[config.mk]
export PLATFORM = sky130hd
export DESIGN_NAME = add_pipe_nbit_flat
export DESIGN_NICKNAME = d
export VERILOG_FILES = /design/src/rtl/add_pipe_pkg.sv /design/src/rtl/add_pipe_nbit_if.sv /design/src/rtl/add_chunk.sv /design/src/rtl/add_pipe_nbit.sv /design/src/flat_wrapper.sv
export SDC_FILE = /design/constraint.sdc
export NUM_CORES = 1
export LEC_CHECK = 0
export CAP_MARGIN = 10
export CORE_ASPECT_RATIO = 1.1
export CORE_MARGIN = 3
export CORE_UTILIZATION = 30
export CTS_BUF_LIST = sky130_fd_sc_hd__clkbuf_4 sky130_fd_sc_hd__clkbuf_8 sky130_fd_sc_hd__clkbuf_16
export DETAILED_ROUTE_END_ITERATION = 12
export SETUP_SLACK_MARGIN = 0.5
export SYNTH_ARGS = -nofsm -noshare
export SYNTH_HDL_FRONTEND = slang
export SYNTH_SLANG_ARGS = --single-unit
[constraint.sdc]
create_clock -name i_clk -period 5.3 [get_ports i_clk]
set_input_delay 1.06 -clock i_clk [delete_from_list [all_inputs] [get_ports i_clk]]
set_output_delay 1.06 -clock i_clk [all_outputs]
set_load 0.005 [all_outputs]
[src/rtl/add_pipe_pkg.sv]
// Shared constants and helpers for the chunked pipelined adder.
package add_pipe_pkg;

  localparam int unsigned DefWidth  = 16;
  localparam int unsigned DefStages = 4;

  function automatic int unsigned calc_cw(input int unsigned width, input int unsigned stages);
    return (stages == 0) ? 0 : width / stages;
  endfunction

endpackage

[src/rtl/add_pipe_nbit_if.sv]
// Operand/result handshake bundle for add_pipe_nbit; slave is the adder side.
interface add_pipe_nbit_if #(
  parameter int unsigned WIDTH = add_pipe_pkg::DefWidth
);
  logic             i_valid;
  logic             o_ready;
  logic [WIDTH-1:0] i_a;
  logic [WIDTH-1:0] i_b;
  logic             i_cin;
  logic             i_sub;
  logic             o_valid;
  logic             i_ready;
  logic [WIDTH-1:0] o_sum;
  logic             o_carry;
  logic             o_overflow;

  modport slave (
    input  i_valid, i_a, i_b, i_cin, i_sub, i_ready,
    output o_ready, o_valid, o_sum, o_carry, o_overflow
  );

  modport master (
    output i_valid, i_a, i_b, i_cin, i_sub, i_ready,
    input  o_ready, o_valid, o_sum, o_carry, o_overflow
  );
endinterface

[src/rtl/add_chunk.sv]
// Combinational ripple adder for one chunk; also exposes the carry into its MSB.
module add_chunk #(
  parameter int unsigned CW = 4
) (
  input  logic [CW-1:0] a_i,
  input  logic [CW-1:0] b_i,
  input  logic          c_i,
  output logic [CW-1:0] s_o,
  output logic          c_o,
  output logic          c_msb_o
);

  always_comb begin
    logic carry;
    carry   = c_i;
    s_o     = '0;
    c_msb_o = 1'b0;
    for (int i = 0; i < int'(CW); i++) begin
      if (i == int'(CW) - 1) c_msb_o = carry;
      s_o[i] = a_i[i] ^ b_i[i] ^ carry;
      carry  = (a_i[i] & b_i[i]) | (carry & (a_i[i] ^ b_i[i]));
    end
    c_o = carry;
  end

endmodule

[src/rtl/add_pipe_nbit.sv]
// Pipelined WIDTH-bit adder/subtractor: one CW-bit chunk per stage, global-stall handshake.
module add_pipe_nbit
  import add_pipe_pkg::*;
#(
  parameter int unsigned WIDTH  = DefWidth,
  parameter int unsigned STAGES = DefStages
) (
  input logic             i_clk,
  input logic             i_rst,
  add_pipe_nbit_if.slave  bus
);

  localparam int unsigned CW = calc_cw(WIDTH, STAGES);

  if (STAGES < 1 || (WIDTH % STAGES) != 0) begin : gen_param_check
    $error("add_pipe_nbit: STAGES must be >= 1 and divide WIDTH");
  end

  logic [STAGES-1:0] valid_q, carry_q;
  logic [STAGES-1:0] v_src, c_src, cout, cmsb;
  logic [WIDTH-1:0]  a_q [STAGES];
  logic [WIDTH-1:0]  b_q [STAGES];
  logic [WIDTH-1:0]  sum_q [STAGES];
  logic [WIDTH-1:0]  a_src [STAGES];
  logic [WIDTH-1:0]  b_src [STAGES];
  logic [WIDTH-1:0]  sum_src [STAGES];
  logic [WIDTH-1:0]  sum_d [STAGES];
  logic [CW-1:0]     chunk_sum [STAGES];
  logic              ovf_q;
  logic              adv;

  assign adv = !valid_q[STAGES-1] || bus.i_ready;

  for (genvar s = 0; s < STAGES; s++) begin : gen_stage
    if (s == 0) begin : gen_head
      // Subtract folds into add: invert B once here and force carry-in to 1.
      assign a_src[0]   = bus.i_a;
      assign b_src[0]   = bus.i_sub ? ~bus.i_b : bus.i_b;
      assign c_src[0]   = bus.i_sub | bus.i_cin;
      assign sum_src[0] = '0;
      assign v_src[0]   = bus.i_valid;
    end else begin : gen_body
      assign a_src[s]   = a_q[s-1];
      assign b_src[s]   = b_q[s-1];
      assign c_src[s]   = carry_q[s-1];
      assign sum_src[s] = sum_q[s-1];
      assign v_src[s]   = valid_q[s-1];
    end

    add_chunk #(
      .CW(CW)
    ) u_chunk (
      .a_i     (a_src[s][s*CW +: CW]),
      .b_i     (b_src[s][s*CW +: CW]),
      .c_i     (c_src[s]),
      .s_o     (chunk_sum[s]),
      .c_o     (cout[s]),
      .c_msb_o (cmsb[s])
    );

    assign sum_d[s] = sum_src[s] | (WIDTH'(chunk_sum[s]) << (s * CW));
  end

  // Data registers load only for valid slots so outputs hold across bubbles.
  always_ff @(posedge i_clk) begin
    if (i_rst) begin
      valid_q <= '0;
      carry_q <= '0;
      ovf_q   <= 1'b0;
      for (int s = 0; s < int'(STAGES); s++) begin
        a_q[s]   <= '0;
        b_q[s]   <= '0;
        sum_q[s] <= '0;
      end
    end else if (adv) begin
      valid_q <= v_src;
      for (int s = 0; s < int'(STAGES); s++) begin
        if (v_src[s]) begin
          a_q[s]     <= a_src[s];
          b_q[s]     <= b_src[s];
          sum_q[s]   <= sum_d[s];
          carry_q[s] <= cout[s];
        end
      end
      if (v_src[STAGES-1]) ovf_q <= cmsb[STAGES-1] ^ cout[STAGES-1];
    end
  end

  assign bus.o_ready    = adv;
  assign bus.o_valid    = valid_q[STAGES-1];
  assign bus.o_sum      = sum_q[STAGES-1];
  assign bus.o_carry    = carry_q[STAGES-1];
  assign bus.o_overflow = ovf_q;

  // Last-stage operands and lower-stage MSB carries have no consumer.
  logic unused_bits;
  assign unused_bits = ^{cmsb, a_q[STAGES-1], b_q[STAGES-1]};

endmodule

[src/flat_wrapper.sv]
// flat-port wrapper written by rule: the top's interface ports become plain ports
module add_pipe_nbit_flat import add_pipe_pkg::*;
#(
  parameter int unsigned WIDTH  = DefWidth,
  parameter int unsigned STAGES = DefStages
)
  (i_clk, i_rst, bus_i_valid, bus_i_a, bus_i_b, bus_i_cin, bus_i_sub, bus_i_ready, bus_o_ready, bus_o_valid, bus_o_sum, bus_o_carry, bus_o_overflow);
  add_pipe_nbit_if #(.WIDTH(WIDTH)) bus_i ();
  input logic i_clk;
  input logic i_rst;
  input wire logic [$bits(bus_i.i_valid)-1:0] bus_i_valid;
  input wire logic [$bits(bus_i.i_a)-1:0] bus_i_a;
  input wire logic [$bits(bus_i.i_b)-1:0] bus_i_b;
  input wire logic [$bits(bus_i.i_cin)-1:0] bus_i_cin;
  input wire logic [$bits(bus_i.i_sub)-1:0] bus_i_sub;
  input wire logic [$bits(bus_i.i_ready)-1:0] bus_i_ready;
  output wire logic [$bits(bus_i.o_ready)-1:0] bus_o_ready;
  output wire logic [$bits(bus_i.o_valid)-1:0] bus_o_valid;
  output wire logic [$bits(bus_i.o_sum)-1:0] bus_o_sum;
  output wire logic [$bits(bus_i.o_carry)-1:0] bus_o_carry;
  output wire logic [$bits(bus_i.o_overflow)-1:0] bus_o_overflow;
  assign bus_i.i_valid = bus_i_valid;
  assign bus_i.i_a = bus_i_a;
  assign bus_i.i_b = bus_i_b;
  assign bus_i.i_cin = bus_i_cin;
  assign bus_i.i_sub = bus_i_sub;
  assign bus_i.i_ready = bus_i_ready;
  assign bus_o_ready = bus_i.o_ready;
  assign bus_o_valid = bus_i.o_valid;
  assign bus_o_sum = bus_i.o_sum;
  assign bus_o_carry = bus_i.o_carry;
  assign bus_o_overflow = bus_i.o_overflow;
  add_pipe_nbit #(.WIDTH(WIDTH), .STAGES(STAGES)) u_core (.i_clk(i_clk), .i_rst(i_rst), .bus(bus_i));
endmodule
* After elaboration in Yosys (flattened, before gate mapping)
Memories as Yosys holds them, arrays and structs flattened.
Cells that the tools add are included.
W data, S select, Z words.
** Operators by class
- Muxes and demuxes :: 31
- Bitwise logic cells :: 98
- Reductions and logical operators :: 6
** Operators by type and width (count)
- $mux W16 :: 13
- $xor A1 B1 Y1 :: 33
- $and A1 B1 Y1 :: 32
- $or A1 B1 Y1 :: 29
- $mux W1 :: 18
- $not A16 Y16 :: 1
- $or A16 B12 Y16 :: 1
- $or A16 B16 Y16 :: 1
- $or A16 B8 Y16 :: 1
- $reduce_and A2 Y1 :: 4
- $logic_not A1 Y1 :: 1
- $logic_or A1 B1 Y1 :: 1
** Storage, ports and cells
- Bits in registers :: 9
- Bits in writable memories :: 192
- Input port bits :: 38
- Word-level logic and storage cells :: 144
- Memories :: 3
** Memories
- u_core.a_q :: depth 4, width 16, read ports 3, clocked after Yosys merged registers in 0, write ports 4, line add_pipe_nbit.sv:21 : logic [WIDTH-1:0] a_q [STAGES];
- u_core.b_q :: depth 4, width 16, read ports 3, clocked after Yosys merged registers in 0, write ports 4, line add_pipe_nbit.sv:22 : logic [WIDTH-1:0] b_q [STAGES];
- u_core.sum_q :: depth 4, width 16, read ports 4, clocked after Yosys merged registers in 0, write ports 4, line add_pipe_nbit.sv:23 : logic [WIDTH-1:0] sum_q [STAGES];

* Longest topological paths before layout
- Depth in word-level cells :: 11
- Depth in mapped cells :: 12
- Gate-level depth less buffers :: 10

* Cells and area by module
From an unflattened synthesis, not the netlist that was laid out.
** Second synthesis, totals
- Cells, all modules :: 298
- Area, all modules :: 4237.8 um2
** By module, submodules not included
- add_pipe_nbit :: instances 1, cells an instance 250, area an instance 3797.4 um2, sequential area each 2822.7 um2
- add_chunk :: instances 4, cells an instance 12, area an instance 110.1 um2, sequential area each 0.0 um2

* Worst setup path after synthesis
OpenSTA, ideal clock, no wires.
- Path kind :: input-to-reg
- From :: in bus_i_sub
- To :: mem u_core.sum_q[0][3] in the netlist's numbering (data pin)
- Library setup time :: 0.255 ns
- Arrival time :: 3.213 ns
- Path slack :: 1.832 ns
- Cell stages on the path :: 11
- Path buffers :: 2
- Cells stage by stage :: buf_2 > buf_2 > xnor2_1 > fa_1 > inv_1 > fa_1 > inv_1 > fa_1 > inv_1 > fa_1 > and2_1
** RTL lines
- from (decl) :: line flat_wrapper.sv:15 : input wire logic [$bits(bus_i.i_sub)-1:0] bus_i_sub;
- to (decl) :: line add_pipe_nbit.sv:23

* Worst setup path after layout
- From :: in bus_i_ready
- To :: out bus_o_ready
** On the way
- Longest elaborated chain between the ends :: 1
** RTL lines
- from (decl) :: line flat_wrapper.sv:16 : input wire logic [$bits(bus_i.i_ready)-1:0] bus_i_ready;
- $logic_or A1 B1 Y1 :: line add_pipe_nbit.sv:32 : assign adv = !valid_q[STAGES-1] || bus.i_ready;
- to (decl) :: line flat_wrapper.sv:17 : output wire logic [$bits(bus_i.o_ready)-1:0] bus_o_ready;
Every way passes these cells.

==> results.sh <==
export IMPL_ant_nets=0
export IMPL_skew_ns=0.00826
export IMPL_dieArea_sq_mm=0.0154
export IMPL_n_fill_cell=1319
export IMPL_io_pins=58
export IMPL_arrival_ns=2.63
export IMPL_outcome="completed"
export IMPL_dp_hpwl_um=4630
export IMPL_yosysTopAreaCell="edfxtp_1"
export IMPL_relSlewSlack=0.311
export IMPL_initial_core_util=0.313
export IMPL_min_period_ns=3.69
export IMPL_drt_total_wl_um=6060
export IMPL_cp_common_cell="clkdlybuf4s50_1"
export IMPL_grt_max_degree=29
export IMPL_p_leak_nw=1.97
export IMPL_rsz0062_at_grt="no"
export IMPL_vias=2097
export IMPL_die_x_um=119
export IMPL_post_cts_resized=0
export IMPL_max_vdd_ir_drop_uv=191
export IMPL_worstPathMaxFanout=15
export IMPL_critPathLaunchType="primary input"
export IMPL_die_h_um=130
export IMPL_crit_chain="clkdlybuf4s50_1 > nor2b_4 > inv_1 > clkdlybuf4s50_1"
export IMPL_cpPeakStageDelay_ns=0.52
export IMPL_worstHoldStart="u_core.bus.o_overflow$_SDFFE_PP0P_"
export IMPL_synth_edf_count=88
export IMPL_tns_ns=0
export IMPL_ys_warn_count=0
export IMPL_ys_types=23
export IMPL_use_met3=0.0186
export IMPL_fin_crit_sh=0.696
export IMPL_root_buffer="clkbuf_16"
export IMPL_netlist_top_cells_area="edfxtp_1 (63%), and2_1 (10%), fa_1 (7.6%)"
export IMPL_fmax_ghz=0.271
export IMPL_synth_most_common_cell="edfxtp_1"
export IMPL_cts_made_buffers=9
export IMPL_syn_avg_cell_area_sq_um=14.5
export IMPL_worst_slack_ns=1.61
export IMPL_power_w=0.00168
export IMPL_end_kind="output pin"
export IMPL_synthArstFlopShare=0
export IMPL_route_detailed_drc=0
export IMPL_tightest_slew_ns=1.03
export IMPL_grt_use_total=0.0849
export IMPL_syn_num_nets=343
export IMPL_clock_path_buffers=2
export IMPL_h_tree_depth=3
export IMPL_hold_worst_slack_ns=0.483
export IMPL_setup_viol=0
export IMPL_drt_iter0_markers=138
export IMPL_nNetsFinal=398
export IMPL_netlist_top_cells_count="edfxtp_1 (88), and2_1 (68), inv_1 (29)"
export IMPL_io_buffers=57
export IMPL_cts_setup_buffers=0
export IMPL_use_met1=0.101
export IMPL_clk_pin_slew_ns=0.06
export IMPL_synth_area_sq_mm=0.00420
export IMPL_r2r_start="u_core.a_q[0][44]$_SDFFCE_PN0P_"
export IMPL_grt_pass1_wl_um=10500
export IMPL_slowest_stage="clkdlybuf4s50_1"
export IMPL_grt_use_met2=0.144
export IMPL_hold_path_class="reg2reg"
export IMPL_cts_sinks=97
export IMPL_dr_pass1_iters=4
export IMPL_first_global_vias=2290
export IMPL_synthCells=289
export IMPL_syn2layout_area_growth_pct=24.7
export IMPL_tritoncts="built"
export IMPL_hold_viol=0
export IMPL_synth_top_area_share=0.630
export IMPL_final_core_util=0.390
export IMPL_ys_seq_elements=97
export IMPL_place_ws_ns=1.47
export IMPL_wl_per_cell_um=11.4
export IMPL_reg2regPathDepth=8
export IMPL_power_density_mw_per_mm2=320
export IMPL_layout_drive_gt1_share=0.0602
export IMPL_slew_viol_final=0
export IMPL_grt_busiest_layer="met2"
export IMPL_critical_path_class="in2out"
export IMPL_overflow=0
export IMPL_required_ns=4.24
export IMPL_hold_buffers=0
export IMPL_gp_routability_congestion=0.740
export IMPL_crit_path_start="bus_i_ready"
export IMPL_synth_main_ff_cell="edfxtp_1"
export IMPL_antenna_found_initial=0
export IMPL_max_cap_viol_count=0
export IMPL_row_count=44
export IMPL_ys_seq_area_frac=0.672
export IMPL_diodes=0
export IMPL_vias_per_cell=3.93
export IMPL_clkLatencyLatePin_ns=0.33
export IMPL_worst_hold_path_num_cells=2
export IMPL_coreArea_sq_mm=0.0134
path summary, 6_finish.rpt:
kind / slack (ns) / end
setup / recovery: 1.61 / bus_o_ready
hold / removal: 0.48 / u_core.bus.o_overflow$_SDFFE_PP0P_
setup reg to reg: 2.84 / u_core.sum_q[0][63]$_SDFFCE_PN0P_
hold reg to reg: 0.48 / u_core.bus.o_overflow$_SDFFE_PP0P_
cells by family after synthesis:
logic type | Yosys count | synth area share
AOI/OAI and AO/OA | 18 | 0.0283
xor gates and xnor gates | 17 | 0.0355
adders and majority gates | 16 | 0.0763
buffers and inverters | 43 | 0.0435
DFF | 97 | 0.672
and+or+nand+nor | 98 | 0.144
flip-flops by register name, summed over array words and instances (netlist names):
register and flops:
u_core.bus.o_overflow 1, u_core.valid_q 4, u_core.sum_q 40, u_core.carry_q 4, u_core.a_q 24, u_core.b_q 24
cell usage in the layout, fill, tap and decap left out:
master,count
edfxtp_1,88
and2_1,68
clkdlybuf4s50_1,57
inv_1,29
nor2_1,16
fa_1,16
xnor2_1,15
clkbuf_16,9
dfxtp_1,9
a21o_1,7
a21oi_1,6
nor2b_1,4
a311oi_1,3
xor2_1,2
nor3_2,2
o21ai_0,2
nand3_1,2
nor4_1,2
clkinv_4,2
nor2b_4,1
nor3b_4,1
or3_1,1
nor3b_2,1
clkinv_2,1
clkinv_1,1
bufinv_16,1
clkbuf_4,1
clkbuf_8,1
buf_4,1
final cells by class:
class	instances	area, sq um	share of cell area
Sequential cell	97	2820	0.539
Tap cell	184	230	0.0440
Clock inverter	5	56.3	0.0108
Inverter	29	109	0.0208
Multi-Input combinational cell	149	1190	0.228
Clock buffer	11	246	0.0471
Timing Repair Buffer	58	578	0.110
routing by layer:
| layer | wire length, um | vias up | part of all wire |
|---|---|---|---|
| li1 | - | 1069 | - |
| met1 | 2640 | 961 | 0.44 |
| met2 | 2950 | 57 | 0.49 |
| met3 | 311 | 10 | 0.051 |
| met4 | 157 | 0 | 0.026 |
| met5 | 0 | - | 0 |
worst max-delay path: cells and delay by family:
kind	cells	cell delay, ns
AND/OR/NAND/NOR	1	0.30
buffers and inverters	3	1.26
report_power, final:
part	internal, W	leakage, nW	total (W)	switching [W]
registers	0.000885	1.01	0.000900	0.0000144
logic	0.0000694	0.805	0.000133	0.0000632
clock network	0.000383	0.151	0.000645	0.000262
total	0.00134	1.97	0.00168	0.000339
stage by stage:
| step | cells | cell area, sq um |
|---|---|---|
| after floorplan | 289 | 4200 |
| after global placement | 517 | 4930 |
| after detailed placement | 517 | 4930 |
| after CTS | 533 | 5240 |
| after global routing | 533 | 5240 |
| final | 533 | 5240 |
Note: power is estimated with default switching activity, not from simulation.
